File: config.mk
export PLATFORM = sky130hd
export DESIGN_NAME = binary_up_down_counter_flat
export DESIGN_NICKNAME = d
export VERILOG_FILES = /design/src/rtl/counter_pkg.sv /design/src/rtl/binary_up_down_counter_if.sv /design/src/rtl/binary_up_down_counter.sv /design/src/flat_wrapper.sv
export SDC_FILE = /design/constraint.sdc
export NUM_CORES = 1
export LEC_CHECK = 0
export ABC_CLOCK_PERIOD_IN_PS = 2660
export BUFFER_PORTS_ARGS = -buffer_cell sky130_fd_sc_hd__buf_2
export CORE_AREA = 2 2 39 41
export CTS_CLUSTER_DIAMETER = 200
export DETAILED_ROUTE_END_ITERATION = 7
export DIE_AREA = 0 0 41 43
export SLEW_MARGIN = 20
export SYNTH_ARGS = -nofsm -noshare
export SYNTH_HDL_FRONTEND = slang
export SYNTH_SLANG_ARGS = --single-unit
File: constraint.sdc
create_clock -name clk -period 2.66 [get_ports clk]
set_clock_uncertainty 0.1 [all_clocks]
set_input_delay 0.532 -clock clk [delete_from_list [all_inputs] [get_ports clk]]
set_output_delay 0.532 -clock clk [all_outputs]
set_load 0.005 [all_outputs]
File: src/rtl/counter_pkg.sv
`default_nettype none
// ============================================================================
//  Module      : counter_pkg
//  Description : Shared constants for the binary up/down counter: default
//                width and the direction encoding of the ctrl input.
//  Revision    : 1.0 - initial release
// ============================================================================
package counter_pkg;

    localparam int   CNT_W_DEFAULT = 4;

    // Direction encoding carried on ctrl
    localparam logic DIR_UP   = 1'b1;
    localparam logic DIR_DOWN = 1'b0;

endpackage : counter_pkg
`default_nettype wire

File: src/rtl/binary_up_down_counter_if.sv
`default_nettype none
// ============================================================================
//  Module      : binary_up_down_counter_if
//  Description : Bundles the direction input and the count / terminal-count
//                outputs of the up/down counter. The master drives ctrl, the
//                slave (the counter) drives q and tc.
//  Revision    : 1.0 - initial release
// ============================================================================
interface binary_up_down_counter_if
    import counter_pkg::*;
#(
    parameter int WIDTH = CNT_W_DEFAULT
);

    logic             ctrl;
    logic [WIDTH-1:0] q;
    logic             tc;

    modport master (
        output ctrl,
        input  q,
        input  tc
    );

    modport slave (
        input  ctrl,
        output q,
        output tc
    );

endinterface : binary_up_down_counter_if
`default_nettype wire

File: src/rtl/binary_up_down_counter.sv
`default_nettype none
// ============================================================================
//  Module      : binary_up_down_counter
//  Description : Free-running WIDTH-bit binary counter. ctrl picks the
//                direction on every rising clk edge; both directions wrap
//                silently modulo 2^WIDTH. tc flags the state just before a
//                wrap in the currently selected direction. Reset is
//                asynchronous, active-high, and clears the count to zero.
//  Revision    : 1.0 - initial release
// ============================================================================
module binary_up_down_counter
    import counter_pkg::*;
#(
    parameter int WIDTH = CNT_W_DEFAULT
) (
    input  wire                          clk,
    input  wire                          rst,
    binary_up_down_counter_if.slave      bus
);

    logic [WIDTH-1:0] r_count;
    logic             w_all_ones;
    logic             w_all_zero;

    // Count register: cleared asynchronously, otherwise steps by one each edge
    always_ff @(posedge clk or posedge rst) begin
        if (rst) begin
            r_count <= '0;
        end else if (bus.ctrl == DIR_UP) begin
            r_count <= r_count + WIDTH'(1);
        end else begin
            r_count <= r_count - WIDTH'(1);
        end
    end

    assign w_all_ones = &r_count;
    assign w_all_zero = ~|r_count;

    // Terminal count tracks the wrap boundary of the selected direction
    assign bus.tc = (bus.ctrl == DIR_UP) ? w_all_ones : w_all_zero;
    assign bus.q  = r_count;

endmodule : binary_up_down_counter
`default_nettype wire

File: src/flat_wrapper.sv
// flat-port wrapper written by rule: the top's interface ports become plain ports
module binary_up_down_counter_flat import counter_pkg::*;
#(
    parameter int WIDTH = CNT_W_DEFAULT
)
  (clk, rst, bus_ctrl, bus_q, bus_tc);
  binary_up_down_counter_if #(.WIDTH(WIDTH)) bus_i ();
  input  wire clk;
  input  wire rst;
  input wire logic [$bits(bus_i.ctrl)-1:0] bus_ctrl;
  output wire logic [$bits(bus_i.q)-1:0] bus_q;
  output wire logic [$bits(bus_i.tc)-1:0] bus_tc;
  assign bus_i.ctrl = bus_ctrl;
  assign bus_q = bus_i.q;
  assign bus_tc = bus_i.tc;
  binary_up_down_counter #(.WIDTH(WIDTH)) u_core (.clk(clk), .rst(rst), .bus(bus_i));
endmodule
Word level (Yosys, flattened, before mapping)

Index checks and enable logic that the tools add are counted.

Add/subtract/negate cells: 2
Muxes and demuxes: 2
Reductions and logical operators: 3

Operators by type and width:

| kind                                                               | count |
|---|---|
| 4-bit by 1-bit adder with 4-bit output, second input constant      | 1 |
| 4-bit 2-to-1 mux                                                   | 1 |
| 4-bit AND reduction                                                | 1 |
| 4-bit OR reduction                                                 | 1 |
| 4-bit by 1-bit subtractor with 4-bit output, second input constant | 1 |
| 1-bit zero test                                                    | 1 |
| 1-bit 2-to-1 mux                                                   | 1 |

Register bits: 4
Input bits: 3
Output and inout bits: 5
Word-level logic and storage cells: 8

Logic depth before layout (Yosys ltp)

Depth in word-level cells: 3
Depth in mapped cells: 5
Depth with buffers taken out: 5

Worst setup path before layout

No wires, ideal clock.

Path kind: input-to-output
Start: input bus_ctrl
End: output bus_tc
Arrival: 1.184 ns
Required time: 2.028 ns
Slack: 0.844 ns
Cell stages on the path: 2
Path buffers: 0
Cell sequence: or4_1 o21ai_1

Cells in the longest elaborated chain, start to end: 1

RTL lines:

| what             | RTL line                     | text |
|---|---|---|
| start, declared  | flat_wrapper.sv:10           | `input wire logic [$bits(bus_i.ctrl)-1:0] bus_ctrl;` |
| 1-bit 2-to-1 mux | binary_up_down_counter.sv:40 | `assign bus.tc = (bus.ctrl == DIR_UP) ? w_all_ones : w_all_zero;` |
| end, declared    | flat_wrapper.sv:12           | `output wire logic [$bits(bus_i.tc)-1:0] bus_tc;` |

Every way passes these cells.

Final worst setup path

Start: register u_core.r_count[0], in the netlist u_core.bus.q[0]
End: output bus_tc

Cells in the longest elaborated chain, start to end: 3
Elaborated cells on any way between the ends: 4
Classes of those cells: 1 x mux; 3 x reduce/logical

RTL lines:

| what                   | RTL line                     | text |
|---|---|---|
| start, declared        | binary_up_down_counter.sv:21 | `logic [WIDTH-1:0] r_count;` |
| start signal, assigned | binary_up_down_counter.sv:30 | `r_count <= r_count + WIDTH'(1);` |
| start signal, assigned | binary_up_down_counter.sv:32 | `r_count <= r_count - WIDTH'(1);` |
| 4-bit OR reduction     | binary_up_down_counter.sv:37 | `assign w_all_zero = ~\|r_count;` |
| 1-bit zero test        | binary_up_down_counter.sv:37 |  |
| 1-bit 2-to-1 mux (*)   | binary_up_down_counter.sv:40 |  |

Every way passes the cells marked *; elsewhere a longest branch is shown, timed or not.

==> results.py <==
metrics = {
    "sta": {
        "tightest_slew_ns": 0.1991,
        "setup-tns-final_ns": 0,
        "max_slew_margin": 0.8673,
        "holdWs_ns": 0.06696,
        "post-route-period-util": 0.7643,
        "fmax_mhz": 491.9,
        "setup_violations": 0,
        "maxSlewViolCount": 0,
        "rsz0062_at_grt": "no",
        "period_minus_slack_ns": 2.033,
        "hold_violations": 0,
    },
    "floorplan": {
        "die_w_um": 41,
        "die_y_um": 43,
        "initial_core_util": 0.1591,
        "die_area_mm2": 0.001763,
        "core-area_mm2": 0.001384,
        "ios": 8,
        "rows": 14,
    },
    "setup_path": {
        "crit_path_max_incr_delay_ns": 0.51,
        "startpoint_type": "flop",
        "path_cells": "or4_1 > o21ai_1 > buf_2",
        "r2r_slack_ns": 1.26,
        "crit_required_ns": 2.03,
        "worstSetupPathType": "flop to output pin",
        "path_max_fanout": 6,
        "critPathSlowestCell": "or4_1",
        "worstPathArrival_ns": 1.40,
        "end_kind": "output pin",
    },
    "cts": {
        "cts_setup_buffers": 0,
        "clk_latency_ns": 0.24,
        "htreeDepth": 1,
        "clockRootBuffer": "clkbuf_4",
        "cts_buffers": 3,
        "cts_hold_buf": 0,
        "cts_tree": "yes",
        "path_clk_slew_ns": 0.04,
        "cts-resized-gates": 0,
        "cts_sinks": 4,
        "cts_max_path_buffers": 2,
    },
    "finish": {
        "diodes": 0,
        "largest_reg_flops": 4,
        "syn2layout_area_growth_pct": 35.23,
        "drive_gt1_frac": 0.3793,
        "mostFrequentLayoutCells": "buf_2, dfrtp_1, inv_1, clkbuf_4",
        "nFillCells": 152,
        "final_util": 0.2152,
        "final_common_cell": "buf_2",
        "layout.nets": 37,
    },
    "detailed_routing": {
        "routedWlPerCell_um": 8.756,
        "drc": 0,
        "final_antenna_net_count": 0,
        "routed_wl_um": 394,
        "vias": 167,
        "drt_iter0_markers": 0,
        "viasPerCell": 3.711,
        "first_pass_iters": 1,
    },
    "logic_synthesis": {
        "ys_types": 12,
        "synth-seq-cells": 4,
        "synthCells": 19,
        "synthesis.area_um2": 220.2,
        "syn_nets": 25,
        "yosysTopAreaCell": "dfrtp_1",
        "seq_area_frac_synth": 0.4545,
        "synth_top_area_share": 0.4545,
        "synth.avg_cell_area_um2": 11.59,
        "synth_area_leaders": "dfrtp_1, ha_1, fa_1",
        "yosys_warnings": 0,
    },
    "pwr": {
        "ir_drop_v": 0.0001537,
        "powerDensity_mw_per_mm2": 1025,
        "p_leak_nw": 0.1508,
    },
    "global_routing": {
        "grt_pass1_wl_um": 655,
        "antenna_found_initial": 0,
        "grt_max_degree": 7,
        "grt_pass1_vias": 169,
        "grtUsageTotal": 0.06740,
        "gr-total-overflow": 0,
    },
    "hold_path": {
        "hp-class": "primary input to asynchronous set/reset pin",
    },
    "status": {
        "outcome": "completed",
    },
    "place": {
        "globalplace.congestion": 0.5431,
        "portBuffers": 7,
        "dp_hpwl_um": 314.6,
    },
    "flow_run": {
        "maxCapViolCount": 0,
    },
}
synth_stat cells:
| cell type | number |
|---|---|
| a21o_1 | 1 |
| a21oi_1 | 1 |
| and3_2 | 1 |
| dfrtp_1 | 4 |
| fa_1 | 1 |
| ha_1 | 2 |
| inv_1 | 3 |
| nand3_1 | 1 |
| o21ai_1 | 1 |
| or4_1 | 1 |
| xnor2_1 | 2 |
| xor2_1 | 1 |
routing by layer:
metal / global-route usage / wire, um
met5: 0 / 0
met4: 0.1200 / 19
met3: 0.03141 / 23
met2: 0.08750 / 211
met1: 0.04854 / 140
final cells by class:
class | instances | area [um^2] | area share
clock buffers | 3 | 22.52 | 0.07563
inverters | 3 | 11.26 | 0.03782
multi-input cells | 12 | 108.9 | 0.3655
well taps | 16 | 20.02 | 0.06723
flip-flops and latches | 4 | 100.1 | 0.3361
repair buffers | 7 | 35.03 | 0.1176
stage by stage:
| stage | setup WS, ns | cells | area (um^2) | power (mW) |
|---|---|---|---|---|
| 2_1_floorplan | 0.8443 | 19 | 220.2 | 0.1886 |
| 3_3_place_gp | 0.6342 | 42 | 275.3 | 0.2286 |
| 3_5_place_dp | 0.6329 | 42 | 275.3 | 0.2350 |
| 4_1_cts | 0.6005 | 45 | 297.8 | 0.3116 |
| 5_1_grt | 0.5252 | 45 | 297.8 | 0.3450 |
| 6_report | 0.6270 | 45 | 297.8 | 0.3052 |
critical path, delay by kind of cell (launching register included):
family / cells / cell delay, ns
and+or+nand+nor: 1 / 0.51
DFF: 1 / 0.43
buffers and inverters: 1 / 0.12
AOI/OAI and AO/OA: 1 / 0.11
worst paths after layout:
check	endpoint	depth (start not counted)	start
worst min register to register	u_core.bus.q[0]	1	u_core.bus.q[0]
min in group clk	u_core.bus.q[0]	1	u_core.bus.q[0]
max in group asynchronous	u_core.bus.q[2]	2	rst
worst max-delay path	bus_tc	3	u_core.bus.q[0]
worst max register to register	u_core.bus.q[3]	4	u_core.bus.q[1]
worst min-delay path	u_core.bus.q[3]	2	rst
cells by family (layout without fill, tap and decap cells):
logic type               after synthesis  after routing  synth area share
adder cells (fa/ha/maj)                3              3            0.2045
flip-flops                             4              4            0.4546
buffers and inverters                  3             13           0.05113
XOR/XNOR                               3              3            0.1193
AO/OA/AOI/OAI                          3              3           0.07951
AND/OR/NAND/NOR                        3              3           0.09091
power breakdown:
part	switching, mW	total, mW	internal, mW
clock	0.0244	0.0748	0.0504
sequential	0.0283	0.115	0.0867
combinational	0.0488	0.115	0.0666
total	0.101	0.305	0.204
No activity file was read; power rests on OpenSTA's default activity.
